<file path="src/rtl/video_pattern_src_pkg.sv">
// rtl/video_pattern_src_pkg.sv - shared constants and types for the video pattern source
//
// Package video_pkg:
//   CNT_W / PIX_W          counter and coordinate widths
//   PAT_*                  pattern-select codes
//   *_720P                 default 1280x720 timing
//   state_t, ST_*          FSM state type and encodings
package video_pkg;

    localparam int CNT_W = 12;
    localparam int PIX_W = 11;

    localparam logic [1:0] PAT_HRAMP = 2'd0;
    localparam logic [1:0] PAT_VRAMP = 2'd1;
    localparam logic [1:0] PAT_CHECK = 2'd2;
    localparam logic [1:0] PAT_BOX   = 2'd3;

    localparam int H_ACTIVE_720P = 1280;
    localparam int H_FP_720P     = 110;
    localparam int H_SYNC_720P   = 40;
    localparam int H_BP_720P     = 220;
    localparam int V_ACTIVE_720P = 720;
    localparam int V_FP_720P     = 5;
    localparam int V_SYNC_720P   = 5;
    localparam int V_BP_720P     = 20;

    typedef logic [0:0] state_t;
    localparam state_t ST_IDLE = 1'b0;
    localparam state_t ST_RUN  = 1'b1;

endpackage

</file>
<file path="src/rtl/video_pattern_src_if.sv">
// rtl/video_pattern_src_if.sv - control inputs and video outputs of the pattern source
//
// master: the pattern source (drives video, receives enable/pattern_sel)
// slave : the video sink / controller
interface video_pattern_src_if;
    import video_pkg::*;

    logic             enable;
    logic [1:0]       pattern_sel;
    logic             ycbcr_vs;
    logic             ycbcr_hs;
    logic             ycbcr_de;
    logic [7:0]       ycbcr_y;
    logic [PIX_W-1:0] pix_x;
    logic [PIX_W-1:0] pix_y;
    logic             frame_done;

    modport master (
        input  enable, pattern_sel,
        output ycbcr_vs, ycbcr_hs, ycbcr_de, ycbcr_y, pix_x, pix_y, frame_done
    );

    modport slave (
        output enable, pattern_sel,
        input  ycbcr_vs, ycbcr_hs, ycbcr_de, ycbcr_y, pix_x, pix_y, frame_done
    );

endinterface

</file>
<file path="src/rtl/test_pattern_pix.sv">
// rtl/test_pattern_pix.sv - combinational luma value for one pixel of the selected pattern
//
// Ports:
//   i_pattern  2      pattern code (PAT_*)
//   i_pix_x    PIX_W  active column
//   i_pix_y    PIX_W  active row
//   i_de       1      active-pixel enable; luma is forced to 0 when low
//   o_y        8      luma
module test_pattern_pix
    import video_pkg::*;
#(
    parameter int H_ACTIVE = H_ACTIVE_720P,
    parameter int V_ACTIVE = V_ACTIVE_720P
) (
    input  logic [1:0]       i_pattern,
    input  logic [PIX_W-1:0] i_pix_x,
    input  logic [PIX_W-1:0] i_pix_y,
    input  logic             i_de,
    output logic [7:0]       o_y
);

    localparam logic [PIX_W-1:0] X_LAST = PIX_W'(H_ACTIVE - 1);
    localparam logic [PIX_W-1:0] Y_LAST = PIX_W'(V_ACTIVE - 1);

    logic w_border;

    assign w_border = (i_pix_x == '0) || (i_pix_x == X_LAST) ||
                      (i_pix_y == '0) || (i_pix_y == Y_LAST);

    always_comb begin
        o_y = 8'h00;
        if (i_de) begin
            case (i_pattern)
                PAT_HRAMP: o_y = i_pix_x[7:0];
                PAT_VRAMP: o_y = i_pix_y[7:0];
                PAT_CHECK: o_y = (i_pix_x[3] ^ i_pix_y[3]) ? 8'hFF : 8'h00;
                PAT_BOX:   o_y = w_border ? 8'hFF : 8'h00;
            endcase
        end
    end

endmodule

</file>
<file path="src/rtl/video_pattern_src.sv">
// rtl/video_pattern_src.sv - raster timing generator with selectable luma test patterns
//
// Ports:
//   clk    1   rising-edge clock
//   rst_n  1   asynchronous active-low reset
//   vid    video_pattern_src_if.master: enable, pattern_sel in;
//          ycbcr_vs/hs/de/y, pix_x, pix_y, frame_done out (all registered)
module video_pattern_src
    import video_pkg::*;
#(
    parameter int H_ACTIVE = H_ACTIVE_720P,
    parameter int H_FP     = H_FP_720P,
    parameter int H_SYNC   = H_SYNC_720P,
    parameter int H_BP     = H_BP_720P,
    parameter int V_ACTIVE = V_ACTIVE_720P,
    parameter int V_FP     = V_FP_720P,
    parameter int V_SYNC   = V_SYNC_720P,
    parameter int V_BP     = V_BP_720P,
    parameter int SYNC_POL = 1
) (
    input  logic clk,
    input  logic rst_n,
    video_pattern_src_if.master vid
);

    localparam int H_TOTAL = H_SYNC + H_BP + H_ACTIVE + H_FP;
    localparam int V_TOTAL = V_SYNC + V_BP + V_ACTIVE + V_FP;

    localparam logic [CNT_W-1:0] H_LAST    = CNT_W'(H_TOTAL - 1);
    localparam logic [CNT_W-1:0] V_LAST    = CNT_W'(V_TOTAL - 1);
    localparam logic [CNT_W-1:0] H_SYN_END = CNT_W'(H_SYNC);
    localparam logic [CNT_W-1:0] V_SYN_END = CNT_W'(V_SYNC);
    localparam logic [CNT_W-1:0] H_ACT_BEG = CNT_W'(H_SYNC + H_BP);
    localparam logic [CNT_W-1:0] H_ACT_END = CNT_W'(H_SYNC + H_BP + H_ACTIVE);
    localparam logic [CNT_W-1:0] V_ACT_BEG = CNT_W'(V_SYNC + V_BP);
    localparam logic [CNT_W-1:0] V_ACT_END = CNT_W'(V_SYNC + V_BP + V_ACTIVE);
    localparam logic             SYNC_ON   = 1'(SYNC_POL);

    state_t           r_state;
    logic [CNT_W-1:0] r_h_cnt;
    logic [CNT_W-1:0] r_v_cnt;
    logic [1:0]       r_pat;

    logic             w_run;
    logic             w_h_last;
    logic             w_v_last;
    logic             w_hs;
    logic             w_vs;
    logic             w_de;
    logic [PIX_W-1:0] w_pix_x;
    logic [PIX_W-1:0] w_pix_y;
    logic [7:0]       w_y;

    assign w_run    = (r_state == ST_RUN);
    assign w_h_last = (r_h_cnt == H_LAST);
    assign w_v_last = (r_v_cnt == V_LAST);

    // Counters only advance in RUN; IDLE holds them at 0 so the first RUN
    // cycle is always the frame origin.
    always_ff @(posedge clk or negedge rst_n) begin
        if (!rst_n) begin
            r_state <= ST_IDLE;
            r_h_cnt <= '0;
            r_v_cnt <= '0;
        end else if (!w_run) begin
            if (vid.enable) begin
                r_state <= ST_RUN;
            end
        end else if (w_h_last) begin
            r_h_cnt <= '0;
            if (w_v_last) begin
                r_v_cnt <= '0;
                if (!vid.enable) begin
                    r_state <= ST_IDLE;
                end
            end else begin
                r_v_cnt <= r_v_cnt + CNT_W'(1);
            end
        end else begin
            r_h_cnt <= r_h_cnt + CNT_W'(1);
        end
    end

    // Pattern is sampled at the frame origin, which is in blanking, so the
    // new value is in place before the first active pixel of the frame.
    always_ff @(posedge clk or negedge rst_n) begin
        if (!rst_n) begin
            r_pat <= PAT_HRAMP;
        end else if (w_run && (r_h_cnt == '0) && (r_v_cnt == '0)) begin
            r_pat <= vid.pattern_sel;
        end
    end

    assign w_hs    = w_run && (r_h_cnt < H_SYN_END);
    assign w_vs    = w_run && (r_v_cnt < V_SYN_END);
    assign w_de    = w_run && (r_h_cnt >= H_ACT_BEG) && (r_h_cnt < H_ACT_END) &&
                     (r_v_cnt >= V_ACT_BEG) && (r_v_cnt < V_ACT_END);
    assign w_pix_x = w_de ? PIX_W'(r_h_cnt - H_ACT_BEG) : '0;
    assign w_pix_y = w_de ? PIX_W'(r_v_cnt - V_ACT_BEG) : '0;

    test_pattern_pix #(
        .H_ACTIVE (H_ACTIVE),
        .V_ACTIVE (V_ACTIVE)
    ) u_pix (
        .i_pattern (r_pat),
        .i_pix_x   (w_pix_x),
        .i_pix_y   (w_pix_y),
        .i_de      (w_de),
        .o_y       (w_y)
    );

    // Single register stage for every output keeps sync, de, luma and
    // coordinates aligned to the same counter value.
    always_ff @(posedge clk or negedge rst_n) begin
        if (!rst_n) begin
            vid.ycbcr_hs   <= ~SYNC_ON;
            vid.ycbcr_vs   <= ~SYNC_ON;
            vid.ycbcr_de   <= 1'b0;
            vid.ycbcr_y    <= 8'h00;
            vid.pix_x      <= '0;
            vid.pix_y      <= '0;
            vid.frame_done <= 1'b0;
        end else begin
            vid.ycbcr_hs   <= w_hs ? SYNC_ON : ~SYNC_ON;
            vid.ycbcr_vs   <= w_vs ? SYNC_ON : ~SYNC_ON;
            vid.ycbcr_de   <= w_de;
            vid.ycbcr_y    <= w_y;
            vid.pix_x      <= w_pix_x;
            vid.pix_y      <= w_pix_y;
            vid.frame_done <= w_run && w_h_last && w_v_last;
        end
    end

endmodule

</file>
<file path="src/flat_wrapper.sv">
// flat-port wrapper written by rule: the top's interface ports become plain ports
module video_pattern_src_flat import video_pkg::*;
#(
    parameter int H_ACTIVE = H_ACTIVE_720P,
    parameter int H_FP     = H_FP_720P,
    parameter int H_SYNC   = H_SYNC_720P,
    parameter int H_BP     = H_BP_720P,
    parameter int V_ACTIVE = V_ACTIVE_720P,
    parameter int V_FP     = V_FP_720P,
    parameter int V_SYNC   = V_SYNC_720P,
    parameter int V_BP     = V_BP_720P,
    parameter int SYNC_POL = 1
)
  (clk, rst_n, vid_enable, vid_pattern_sel, vid_ycbcr_vs, vid_ycbcr_hs, vid_ycbcr_de, vid_ycbcr_y, vid_pix_x, vid_pix_y, vid_frame_done);
  video_pattern_src_if vid_i ();
  input  logic clk;
  input  logic rst_n;
  input wire logic [$bits(vid_i.enable)-1:0] vid_enable;
  input wire logic [$bits(vid_i.pattern_sel)-1:0] vid_pattern_sel;
  output wire logic [$bits(vid_i.ycbcr_vs)-1:0] vid_ycbcr_vs;
  output wire logic [$bits(vid_i.ycbcr_hs)-1:0] vid_ycbcr_hs;
  output wire logic [$bits(vid_i.ycbcr_de)-1:0] vid_ycbcr_de;
  output wire logic [$bits(vid_i.ycbcr_y)-1:0] vid_ycbcr_y;
  output wire logic [$bits(vid_i.pix_x)-1:0] vid_pix_x;
  output wire logic [$bits(vid_i.pix_y)-1:0] vid_pix_y;
  output wire logic [$bits(vid_i.frame_done)-1:0] vid_frame_done;
  assign vid_i.enable = vid_enable;
  assign vid_i.pattern_sel = vid_pattern_sel;
  assign vid_ycbcr_vs = vid_i.ycbcr_vs;
  assign vid_ycbcr_hs = vid_i.ycbcr_hs;
  assign vid_ycbcr_de = vid_i.ycbcr_de;
  assign vid_ycbcr_y = vid_i.ycbcr_y;
  assign vid_pix_x = vid_i.pix_x;
  assign vid_pix_y = vid_i.pix_y;
  assign vid_frame_done = vid_i.frame_done;
  video_pattern_src #(.H_ACTIVE(H_ACTIVE), .H_FP(H_FP), .H_SYNC(H_SYNC), .H_BP(H_BP), .V_ACTIVE(V_ACTIVE), .V_FP(V_FP), .V_SYNC(V_SYNC), .V_BP(V_BP), .SYNC_POL(SYNC_POL)) u_core (.clk(clk), .rst_n(rst_n), .vid(vid_i));
endmodule
</file>
<file path="config.mk">
export PLATFORM = sky130hd
export DESIGN_NAME = video_pattern_src_flat
export DESIGN_NICKNAME = d
export VERILOG_FILES = /design/src/rtl/video_pattern_src_pkg.sv /design/src/rtl/video_pattern_src_if.sv /design/src/rtl/test_pattern_pix.sv /design/src/rtl/video_pattern_src.sv /design/src/flat_wrapper.sv
export SDC_FILE = /design/constraint.sdc
export NUM_CORES = 1
export LEC_CHECK = 0
export CORE_MARGIN = 2
export CORE_UTILIZATION = 54
export CTS_CLUSTER_SIZE = 40
export DETAILED_ROUTE_END_ITERATION = 12
export PLACE_DENSITY = 0.87
export SLEW_MARGIN = 20
export SYNTH_ARGS = -nofsm -noshare
export SYNTH_HDL_FRONTEND = slang
export SYNTH_SLANG_ARGS = --single-unit
</file>
<file path="constraint.sdc">
create_clock -name clk -period 4 [get_ports clk]
set_input_delay 0.4 -clock clk [delete_from_list [all_inputs] [get_ports clk]]
set_output_delay 0.4 -clock clk [all_outputs]
set_load 0.01 [all_outputs]
</file>
==> results.md, run 1 <==
Run status:
- The run finished with clean final reports.

Final layout:
- The finished layout holds 452 standard cells, fillers aside.
- The register cell area after layout is 1526 um^2.
- The area of combinational cells with multiple inputs is 1608 um^2.
- Of the cells placed in the final design, the portion with a size suffix greater than 1 is 8.223%.
- The layout-stage area growth over the synthesis result is 16.82%.
- In the final design database the tool counted 389 nets.
- The number of antenna diodes in the final layout is 0.
- After filler insertion, the fill cell instance count of the layout stands at about 410.

Detailed routing:
- For this run, design rule violations remaining after detail routing come to 0.
- Dividing the detail-routed wire length by the instance count gives about 17 um.
- Using the TritonRoute via totals, the vias-per-cell ratio works out to 6.155.
- The detailed router finished its first iteration with 285 violations.
- The number of vias after detailed routing is 2782.
- The number of nets with antenna violations after routing is 0.
- The routed design has 7.498 mm of wire.
- Before antenna repair, the detailed router went through 5 iterations.

Clocking:
- The cell at the root of the clock tree is sky130_fd_sc_hd__clkbuf_8.
- The CTS sink count is 61.
- The clock tree synthesis step divided the H-tree into 3 levels.
- The hold-fix buffer count after cts is 0.
- The clock tree from TritonCTS is built.
- Post-CTS timing repair inserted 0 buffers for setup.
- The insertion delay of the later-clocked pin in the worst-skew pair is roughly 0.34 ns.
- The quantity of gates resized following cts is 0.
- Clock-pin slew was measured on the worst setup and hold paths at 0.07 ns.
- The maximum count of clock buffers along a single path is 2.
- The number of clock buffers inserted by TritonCTS is 9.

Worst setup path:
- Grouping stages by cell kind, the critical path spends the most delay in compound AO/OA/AOI/OAI gates.
- For this run, the slowest stage of the critical path takes 0.58 ns.
- Counting both buffers and inverters, the worst setup path holds a total of 1.
- STA classifies the critical path startpoint as a register.
- STA classifies the critical path endpoint as a register.
- Along the worst path, the maximum fanout reaches 11.
- In this run the critical register-to-register path is launched from u_core.r_v_cnt[0]$_DFFE_PN0P_.
- The slowest stage of the critical path is the sky130_fd_sc_hd__a2111oi_0 cell.
- The critical path required time is 4.20 ns.
- Tracing the worst setup path back leads to its startpoint at u_core.r_v_cnt[0]$_DFFE_PN0P_.
- The classification of the worst setup path is reg -> reg.
- Traced cell by cell, the critical path runs through inv_1 > ha_1 > nand2b_1 > a2111oi_0 > xnor2_1 > nand4b_1 > nor4b_1 > o311ai_4 > a221oi_1.
- At the worst endpoint, the arrival time is 3.51 ns.

Hold path:
- The worst hold path class is in -> async.

Synthesis:
- Sorting the synthesized cells by how often they occur yields sky130_fd_sc_hd__dfrtp_1, sky130_fd_sc_hd__nor2_1, sky130_fd_sc_hd__nand2_1, sky130_fd_sc_hd__o21ai_0, sky130_fd_sc_hd__xnor2_1.
- Sequential cells were found to cover between 40% and 50% of the synthesized design area.
- Among all flip-flop cells after synthesis, the most frequent one is sky130_fd_sc_hd__dfrtp_1.
- The synthesized area divided by synthesized cell count is 9.674 um^2.
- Yosys printed 0 warnings.
- The distinct cell type count of the synthesized netlist is 52.
- Synthesis produced a netlist whose cell count is 343.
- By area the synthesized netlist is led by sky130_fd_sc_hd__dfrtp_1, sky130_fd_sc_hd__nor2_1, sky130_fd_sc_hd__xnor2_1.
- The area fraction of the dominant cell type after synthesis is 46.00%.
- The top cell type by total area after synthesis is sky130_fd_sc_hd__dfrtp_1.
- Summing every instance area after synthesis gives 3318 um^2.
- The synthesized net count is 359.
- The total of flip-flops plus latches after synthesis is just over 60.
- The cell with the most instances after synthesis is sky130_fd_sc_hd__dfrtp_1.
- After synthesis, the share of flip-flops with an asynchronous set or reset is between 90% and 100%.
- The number of enable flip-flop cells after synthesis is 0.

Pwr:
- In this run the power density over the cells is 476.8 nW/um^2.
- The fraction of power spent switching nets is 34.59%.
- The share of total power dissipated in combinational logic is 26.0%.
- The peak supply drop is 0.2191 mV.
- The part of the total power dissipated in the clock network is 31.7%.
- The leakage power is 1.698 nW.
- The switching power is 639.4 uW.
- Sequential cells burn approximately 42% of the power.
- Internal power comes to 1.209 mW.

Timing:
- The final-report setup violation count is 0.
- The upper clock frequency limit is between 0.3 and 0.4 GHz.
- At the pin with the least slew margin, the transition time is a little over 0.7 ns.
- The normalized max-slew margin is approximately 52%.
- The clock tree skew after final layout is 0.006086 ns.
- The final number of max-transition violations is 0.
- The minimum setup slack in the final design is 0.6921 ns.
- After routing, the total negative slack on setup checks comes to 0 ns.
- The final hold slack is between 0.03 and 0.04 ns.
- The number of hold violations in the final report is 0.
- The final critical-path required period is around 3.3 ns.
- The portion of the clock cycle consumed by the worst path in the final layout is 82.70%.
- Setup repair after global routing left no endpoint under its margin.

Die:
- 39 I/O pins were placed.
- In this run the standard cell core region covers 5921 um^2.
- The initial core utilization is 56.04%.
- The die span in y is 82.39 um.
- The area enclosed by the die boundary is 6788 um^2.
- In this run the core area contains 28 standard-cell rows.
- Measured along the x axis, the die boundary spans 82.39 um.

Place:
- Port buffering added 38 buffers.
- At the end of routability-driven placement, the weighted congestion stood at 0.9253.
- Before CTS, the worst setup slack after placement is 0.8369 ns.
- The sum of net half-perimeters after detailed placement is 5.247 mm.
- The number of placed instances, taps included, is 437.

Global route:
- Global routing used 24.58% of the available tracks across all layers.
- The number of global-route vias before repair is roughly 2600.
- The total overflow left after global routing is 0.
- The pin count of the biggest net entering global routing is 38.
- The number of antenna violations at the first check in global routing was 0.
- The first global-routing pass estimated 12.52 mm of wire.

Flow run:
- Across the run, the number of max-cap violations was 0.
## sequential cells by signal, summed over array words and instances (netlist names), 2 cells and up
signal and count:
u_core.r_h_cnt 12, u_core.r_v_cnt 12, u_core.vid.pix_x 11, u_core.vid.pix_y 11
u_core.vid.ycbcr_y 8, u_core.r_pat 2
## placed cells by master, fill, tap and decap left out, types with 5 or more instances in the layout
master and n:
sky130_fd_sc_hd__dfrtp_1 61, sky130_fd_sc_hd__nor2_1 41, sky130_fd_sc_hd__clkdlybuf4s50_1 37, sky130_fd_sc_hd__nand2_1 27, sky130_fd_sc_hd__o21ai_0 25, sky130_fd_sc_hd__xnor2_1 17
sky130_fd_sc_hd__nor3_1 11, sky130_fd_sc_hd__ha_1 11, sky130_fd_sc_hd__inv_1 10, sky130_fd_sc_hd__a21oi_1 10, sky130_fd_sc_hd__clkbuf_8 10, sky130_fd_sc_hd__nand3_1 9
sky130_fd_sc_hd__nand4_1 9, sky130_fd_sc_hd__xor2_1 9, sky130_fd_sc_hd__a21o_1 9, sky130_fd_sc_hd__nor2b_1 7, sky130_fd_sc_hd__and2_1 5, sky130_fd_sc_hd__or3_1 5
sky130_fd_sc_hd__a221oi_1 5
## area by class of cell
class	count	area share, %
well taps	75	2.421
multi-input cells	250	41.48
inverters	10	0.9684
flip-flops and latches	61	39.38
repair buffers	41	10.26
clock buffers	10	3.551
clock inverters	5	1.937
## final timing paths
path                       slack [ns]  cells after the start                         endpoint
max                              0.69                      9  u_core.vid.ycbcr_y[1]$_DFF_PN0_
min                              0.03                      1    u_core.vid.pix_x[7]$_DFF_PN0_
max reg2reg                      0.69                      9  u_core.vid.ycbcr_y[1]$_DFF_PN0_
min reg2reg                      0.51                      1   u_core.r_v_cnt[11]$_DFFE_PN0P_
max in group asynchronous        3.12                      2    u_core.r_v_cnt[2]$_DFFE_PN0P_
min in group clk                 0.51                      1   u_core.r_v_cnt[11]$_DFFE_PN0P_
## power groups by stage
stage | combinational, mW | sequential (mW) | clock (mW)
floorplan | 0.441 | 0.712 | 0
global placement | 0.448 | 0.778 | 0
detailed placement | 0.461 | 0.783 | 0
CTS | 0.476 | 0.776 | 0.591
global route | 0.524 | 0.791 | 0.619
finish | 0.481 | 0.781 | 0.586
## stage by stage
step                power [mW]  util (%)  instance area (um^2)
floorplan                1.153         -                  3318
global placement         1.226     61.88                  3664
detailed placement       1.244     61.88                  3664
CTS                      1.843     65.47                  3876
global route             1.934     65.47                  3876
finish                   1.848     65.47                  3876
## routing by layer
layer  share of wire (%)  GRT usage, %  up-vias  wire (um)
met4                 4.0         13.33        0        303
met5                   0             0        -          0
met3                 7.2         4.457       36        541
met1                  40         29.82     1316       2990
li1                    -             -     1264          -
met2                  49         41.29      166       3663
## cells by family after synthesis
family	share of synthesized area, %
adders and majority gates	4.148
and+or+nand+nor	22.17
muxes	0.6787
buffers and inverters	5.543
DFF	46.00
AOI/OAI and AO/OA	14.59
xor gates and xnor gates	6.863
No activity file was read; power rests on OpenSTA's default activity.
==> run 2: changes to the inputs <==
clock period = 3.34 ns   (was 4 ns; I/O delays follow)
==> run 2 against run 1 <==
Sequential cell count unchanged; highest routed layer unchanged; fmax is 9.3% higher; via count is 1.5% lower; non-clock buffer count grew 3; sequential share of layout area is 0.39 points lower; die area stayed put; sequential power up 18%; clock skew grew 0.0021 ns; worst setup slack worse by 0.38 ns; first-iteration DRC count decreased by 26%.
==> results.md, run 2 (synthesis gave the netlist of run 1 again) <==
Die:
- Measured along the y axis, the die boundary spans 82.39 um.
- Row generation in the floorplan step produced 28 rows.
- The initial utilization of the core area, before any placement, comes to a little under three fifths.
- The floorplan step defined a die boundary enclosing 6788 um^2.
- The total core area is 5921 um^2.
- The horizontal die dimension is 82.39 um.
- 39 I/O pins were placed.

Final layout:
- The layout-stage area growth over the synthesis result is 17.99%.
- The filler cell count in the final layout is 424.
- 0 antenna diodes ended up in the layout.
- The share of post-route cells with drive strength above 1 is 8.661%.
- The number of cells in the finished layout apart from fillers is 456.
- The largest registers in the layout are u_core.r_h_cnt (12), u_core.r_v_cnt (12).
- For this run, the post-layout net count is 392.
- The most common library cell in the layout ignoring fill and taps is sky130_fd_sc_hd__dfrtp_1.
- The library cells used most frequently in the layout, excluding fill and tap cells, are sky130_fd_sc_hd__dfrtp_1, sky130_fd_sc_hd__nor2_1, sky130_fd_sc_hd__clkdlybuf4s50_1.

Place:
- The setup slack after placement is 0.2947 ns.
- The number of placed instances, taps included is 439.
- The quantity of I/O buffers inserted on ports is 38.
- The congestion estimate from routability-driven global placement came to 0.9021.
- The wire-length estimate of the detail-placed layout is 5.289 mm.

Pwr:
- After layout, the design draws a total of 2.218 mW.
- The power density over cell area is 566.4 nW/um^2.
- The leakage power is ~1.7 nW.
- The peak supply drop is 0.3162 mV.

Timing:
- Setup repair after global routing left no endpoint under its margin.
- At the pin with the least slew margin, the transition time is 0.6692 ns.
- In this run the tightest slew margin relative to its limit is between 50% and 60%.
- For the final routed database, the setup TNS stands at 0 ns.
- Setup violations remaining at the end of the flow were counted as 0.
- The clock arrives with 0.008160 ns of skew.
- After layout, the worst setup slack is 0.3139 ns.
- The number of hold violations in the final report was 0.
- The final number of max-transition violations is 0.
- In the finished design, the share of the clock period the worst path needs comes to 90.60%.
- The final critical-path required period is a little over 3 ns.
- For this run, the top clock speed supported by timing is 0.3305 GHz.

Clocking:
- The count of H-tree levels built during CTS is 3.
- The clock reaches the later pin of the worst-skew pair after around 0.34 ns.
- The clock transition time at the flip-flop clock pins of the worst setup and hold paths is 0.07 ns.
- The clock tree from TritonCTS is built.
- The clock drives 61 sinks.
- The maximum count of clock buffers along a single path is 2.
- The number of post-CTS setup repair buffers is 0.
- The tree is rooted in a sky130_fd_sc_hd__clkbuf_8.
- The number of clock buffers added by TritonCTS is 9.

Worst setup path:
- The data arrival time at the worst-slack endpoint is around 3.3 ns.
- The largest fanout on the critical path is 11.
- For the worst flop-to-flop path, the logic depth is 10.
- At the worst endpoint, the required time is around 3.6 ns.
- The critical path is of the reg -> reg type.
- STA classifies the critical path startpoint as a register.
- The worst setup path is captured at a register.
- The setup slack of the worst register-to-register path is 0.31 ns.

Detailed routing:
- The mean routed wirelength per cell is 16.55 um.
- In this run the remaining antenna-violating nets after routing total 0.
- Wires add up to 7.549 mm.
- The routed layout has 2739 vias.
- The DRC violation count after routing is 0.
- The number of iterations in the first detailed-routing pass is 5.
- After the first detailed-routing iteration, the DRC count stood at 211.
- In the routed layout, each cell is associated on average with a via count of around 6.0.

Global route:
- The aggregate global routing overflow is 0.
- The number of global-route vias before repair is 2476.
- The wire length of the first global-routing pass is 11.99 mm.
- The overall routing resource usage is 23.96%.
- The number of antenna violations at the first check in global routing is 0.
- The pin count of the biggest net entering global routing is 41.

Run status:
- The flow ran to the end, and the final reports show no timing, DRC or antenna violations.

Flow run:
- The number of max-cap violations is 0.

Hold path:
- The worst hold path class is in -> async.
## run 2: power by group
group / switching [mW] / internal (mW) / leakage [nW] / total (mW)
logic: 0.334 / 0.225 / 0.778 / 0.558
registers: 0.133 / 0.792 / 0.823 / 0.925
clock network: 0.276 / 0.458 / 0.116 / 0.734
total: 0.742 / 1.48 / 1.72 / 2.22
## run 2: final timing paths
path	start	endpoint
max in group asynchronous	rst_n	u_core.vid.pix_y[7]$_DFF_PN0_
setup / recovery	u_core.r_v_cnt[0]$_DFFE_PN0P_	u_core.vid.ycbcr_y[4]$_DFF_PN0_
hold / removal	rst_n	u_core.vid.ycbcr_de$_DFF_PN0_
min in group clk	u_core.r_v_cnt[11]$_DFFE_PN0P_	u_core.r_v_cnt[11]$_DFFE_PN0P_
hold reg to reg	u_core.r_v_cnt[11]$_DFFE_PN0P_	u_core.r_v_cnt[11]$_DFFE_PN0P_
setup reg to reg	u_core.r_v_cnt[0]$_DFFE_PN0P_	u_core.vid.ycbcr_y[4]$_DFF_PN0_
## run 2: repair_timing
| item | 4_1_cts | 5_1_grt |
|---|---|---|
| hold buffers | 1 | 0 |
| endpoints found under the hold margin | 21 | 0 |
| endpoints found under the setup margin | 0 | 4 |
| resized for setup | 0 | 1 |
## run 2: critical path, stage by stage, from the launching register on
cell	delay (ns)
sky130_fd_sc_hd__dfrtp_1	0.49
sky130_fd_sc_hd__inv_1	0.13
sky130_fd_sc_hd__ha_1	0.20
sky130_fd_sc_hd__nand2b_1	0.16
sky130_fd_sc_hd__a2111oi_1	0.54
sky130_fd_sc_hd__xnor2_1	0.25
sky130_fd_sc_hd__nand4b_1	0.16
sky130_fd_sc_hd__nor4b_1	0.30
sky130_fd_sc_hd__buf_4	0.18
sky130_fd_sc_hd__o311ai_4	0.15
sky130_fd_sc_hd__a221oi_1	0.34
## run 2: through the flow
step | util, % | hold WS (ns) | area, um^2
CTS | 66.10 | 0.5036 | 3914
finish | 66.12 | 0.4822 | 3915
global placement | 62.13 | 0.3136 | 3679
global route | 66.12 | 0.5157 | 3915
floorplan | - | 0.03841 | 3318
detailed placement | 62.13 | 0.3273 | 3679
## run 2: layout make-up
class                      instances  area, um^2  area share [%]
tap                               75       93.84           2.397
timing repair buffer              44       422.9           10.80
multi-input combinational        250        1609           41.10
clock buffer                      12       155.1           3.963
sequential                        61        1526           38.99
clock inverter                     4       70.07           1.790
inverter                          10       37.54          0.9588
## run 2: routing by layer
metal,GRT usage [%],up-vias,part of all wire [%]
li1,-,1268,-
met4,14.83,0,3.9
met1,31.25,1304,42
met3,4.674,26,6.3
met5,0,-,0
met2,36.61,141,48
==> run 3: changes to the inputs <==
GPL_TIMING_DRIVEN = 0   (was default)
MAX_ROUTING_LAYER = met4   (was default)
==> run 3 against run 2 <==
Wire length is 6.1% higher; final cell count is 3.5% higher; clock-buffer cell count stayed put; worst setup slack worse by 0.025 ns; clock power is 11% lower; critical path type unchanged.
==> results.md, run 3 (synthesis gave the netlist of run 1 again) <==
Run status:
- The flow ran to the end, and the final reports show no timing, DRC or antenna violations.

Timing:
- The normalized max-slew margin is 46.56%.
- The minimum setup slack in the final design is between 0.2 and 0.3 ns.
- The transition time at the pin with the least slew margin is 0.7949 ns.
- The upper clock frequency limit is 0.3277 GHz.
- The final hold slack is 0.03539 ns.
- The final critical-path required period is 3.052 ns.
- The final number of max-transition violations was 0.
- Setup repair after global routing left no endpoint under its margin.
- Setup violations remaining at the end of the flow were counted as 0.
- Between clock sinks in the finished design, the worst skew comes to 0.009537 ns.
- The portion of the clock cycle consumed by the worst path in the final layout is 91.36%.
- The total negative setup slack is 0 ns.
- The number of hold violations in the final report was 0.

Final layout:
- 0 antenna diodes ended up in the layout.
- The final net count is 408.
- The largest registers in the layout are u_core.r_h_cnt (12), u_core.r_v_cnt (12).
- In the layout the commonest cells are sky130_fd_sc_hd__dfrtp_1, sky130_fd_sc_hd__nor2_1, sky130_fd_sc_hd__clkdlybuf4s50_1.
- The finished cells cover 3990 um^2.
- The number of cells in the finished layout apart from fillers is 472.
- The share of post-route cells with drive strength above 1 is 9.068%.
- The most common library cell in the layout ignoring fill and taps is sky130_fd_sc_hd__dfrtp_1.
- The area growth from synthesis to layout is 20.25%.
- Cells fill 67.39% of the core in the end.

Flow run:
- The number of max-cap violations is 0.

Detailed routing:
- The number of DRC markers in iteration 0 is between 200 and 300.
- The mean routed wirelength per cell is 16.98 um.
- Wires add up to 8.013 mm.
- The number of vias after detailed routing is about 2800.
- Dividing the detail-routed via count by the number of cells gives 5.981.
- The number of nets with antenna violations after routing is 0.
- The DRC violation count after routing is 0.
- The number of iterations in the first detailed-routing pass is 5.

Global route:
- The number of antenna violations at the first check in global routing came to 0.
- The number of global-route vias before repair is 2637.
- Entering global routing, the biggest net connects 62 pins.
- The overall routing resource usage is 26.89%.
- The total overflow left after global routing is 0.
- The first global-routing pass estimated 13.07 mm of wire.

Place:
- The number of placed instances, taps included is 456.
- The wire-length estimate of the detail-placed layout is 5.581 mm.
- The instance area at placement is 3790 um^2.
- The final estimated routing congestion in global placement is 0.9506.
- The quantity of I/O buffers inserted on ports is 38.
- The setup slack after placement is 0.1137 ns.

Pwr:
- Combinational logic burns 32.3% of the power.
- The leakage power is 1.743 nW.
- Net switching is a little over a third of the power.
- The share of total power dissipated in sequential elements is approximately 39%.
- The power density over cell area is 557.6 nW/um^2.
- The part of the total power dissipated in the clock network is 29.3%.
- Internal power comes to ~1.4 mW.
- The total power draw is 2.225 mW.
- The switching power is just under 800 uW.
- The peak supply drop is around 0.33 mV.

Worst setup path:
- The classification of the worst setup path is reg -> reg.
- The element type at the critical path end is a register.
- For the worst flop-to-flop path, the logic depth is 10.
- The category of the worst setup path launch point is a register.
- Data on the critical path is required at its endpoint by 3.58 ns.
- The data arrival time at the worst-slack endpoint is 3.29 ns.
- Along the worst path, the maximum fanout reaches 9.

Clocking:
- The cell at the root of the clock tree is sky130_fd_sc_hd__clkbuf_8.
- In this run, post-CTS hold repair placed 0 buffers.
- The clock passes through at most 2 buffers.
- The count of H-tree levels built during CTS is 3.
- The CTS sink count is 61.
- Counting the buffers created by CTS gives 9.
- TritonCTS built the clock tree.
- The insertion delay of the later-clocked pin in the worst-skew pair is between 0.3 and 0.4 ns.
- The clock transition time at the flip-flop clock pins of the worst setup and hold paths is 0.07 ns.

Hold path:
- The tightest min-delay check is of the in -> async type.

Die:
- The die is roughly 80 um wide.
- The die span in y is 82.39 um.
- The die covers 6788 um^2.
- The floorplan has 28 rows.
- The initial utilization of the core area, before any placement, comes to 56.04%.
- The number of ports placed on the die boundary is 39.
- The total core area is 5921 um^2.
==> run 3: final cells by class <==
class | instances | area (um^2)
timing repair buffer | 38 | 377.9
inverter | 10 | 37.54
sequential | 61 | 1526
fill | 419 | 1931
tap | 75 | 93.84
clock buffer | 12 | 145.1
multi-input combinational | 250 | 1615
buffer | 22 | 146.4
clock inverter | 4 | 47.55
==> run 3: final timing paths <==
path | startpoint | slack (ns) | end
setup reg to reg | u_core.r_v_cnt[0]$_DFFE_PN0P_ | 0.29 | u_core.vid.ycbcr_y[0]$_DFF_PN0_
hold reg to reg | u_core.r_v_cnt[11]$_DFFE_PN0P_ | 0.51 | u_core.r_v_cnt[11]$_DFFE_PN0P_
setup / recovery | u_core.r_v_cnt[0]$_DFFE_PN0P_ | 0.29 | u_core.vid.ycbcr_y[0]$_DFF_PN0_
hold / removal | rst_n | 0.04 | u_core.vid.pix_x[2]$_DFF_PN0_
min in group clk | u_core.r_v_cnt[11]$_DFFE_PN0P_ | 0.51 | u_core.r_v_cnt[11]$_DFFE_PN0P_
max in group asynchronous | rst_n | 2.81 | u_core.r_h_cnt[3]$_DFFE_PN0P_
==> run 3: metal layers <==
layer | up-vias | routed length (um) | GRT usage [%]
met5 | - | 0 | -
met4 | 0 | 244 | 12.83
met3 | 29 | 636 | 6.413
met2 | 183 | 3890 | 41.45
met1 | 1305 | 3241 | 33.38
li1 | 1306 | - | -
==> run 3: critical path, cell delays in order (launching register included) <==
cell	delay (ns)
sky130_fd_sc_hd__dfrtp_1	0.42
sky130_fd_sc_hd__buf_6	0.16
sky130_fd_sc_hd__inv_1	0.08
sky130_fd_sc_hd__ha_1	0.20
sky130_fd_sc_hd__nand2b_1	0.19
sky130_fd_sc_hd__a2111oi_1	0.51
sky130_fd_sc_hd__xnor2_1	0.23
sky130_fd_sc_hd__nand4b_1	0.15
sky130_fd_sc_hd__nor4b_2	0.48
sky130_fd_sc_hd__o311ai_4	0.21
sky130_fd_sc_hd__a221oi_1	0.32
==> run 3: power by group through the flow <==
stage | clock network, mW | logic (mW) | registers [mW]
after floorplan | 0 | 0.528 | 0.853
after global placement | 0 | 0.677 | 0.863
after detailed placement | 0 | 0.695 | 0.864
after CTS | 0.649 | 0.705 | 0.852
after global routing | 0.687 | 0.780 | 0.859
final | 0.651 | 0.718 | 0.856
==> run 3: timing repair <==
action                                 4_1_cts  5_1_grt
resized for setup                            0        2
endpoints found under the hold margin        0        0
setup endpoints to repair                    0        7
buffers inserted                             0        0
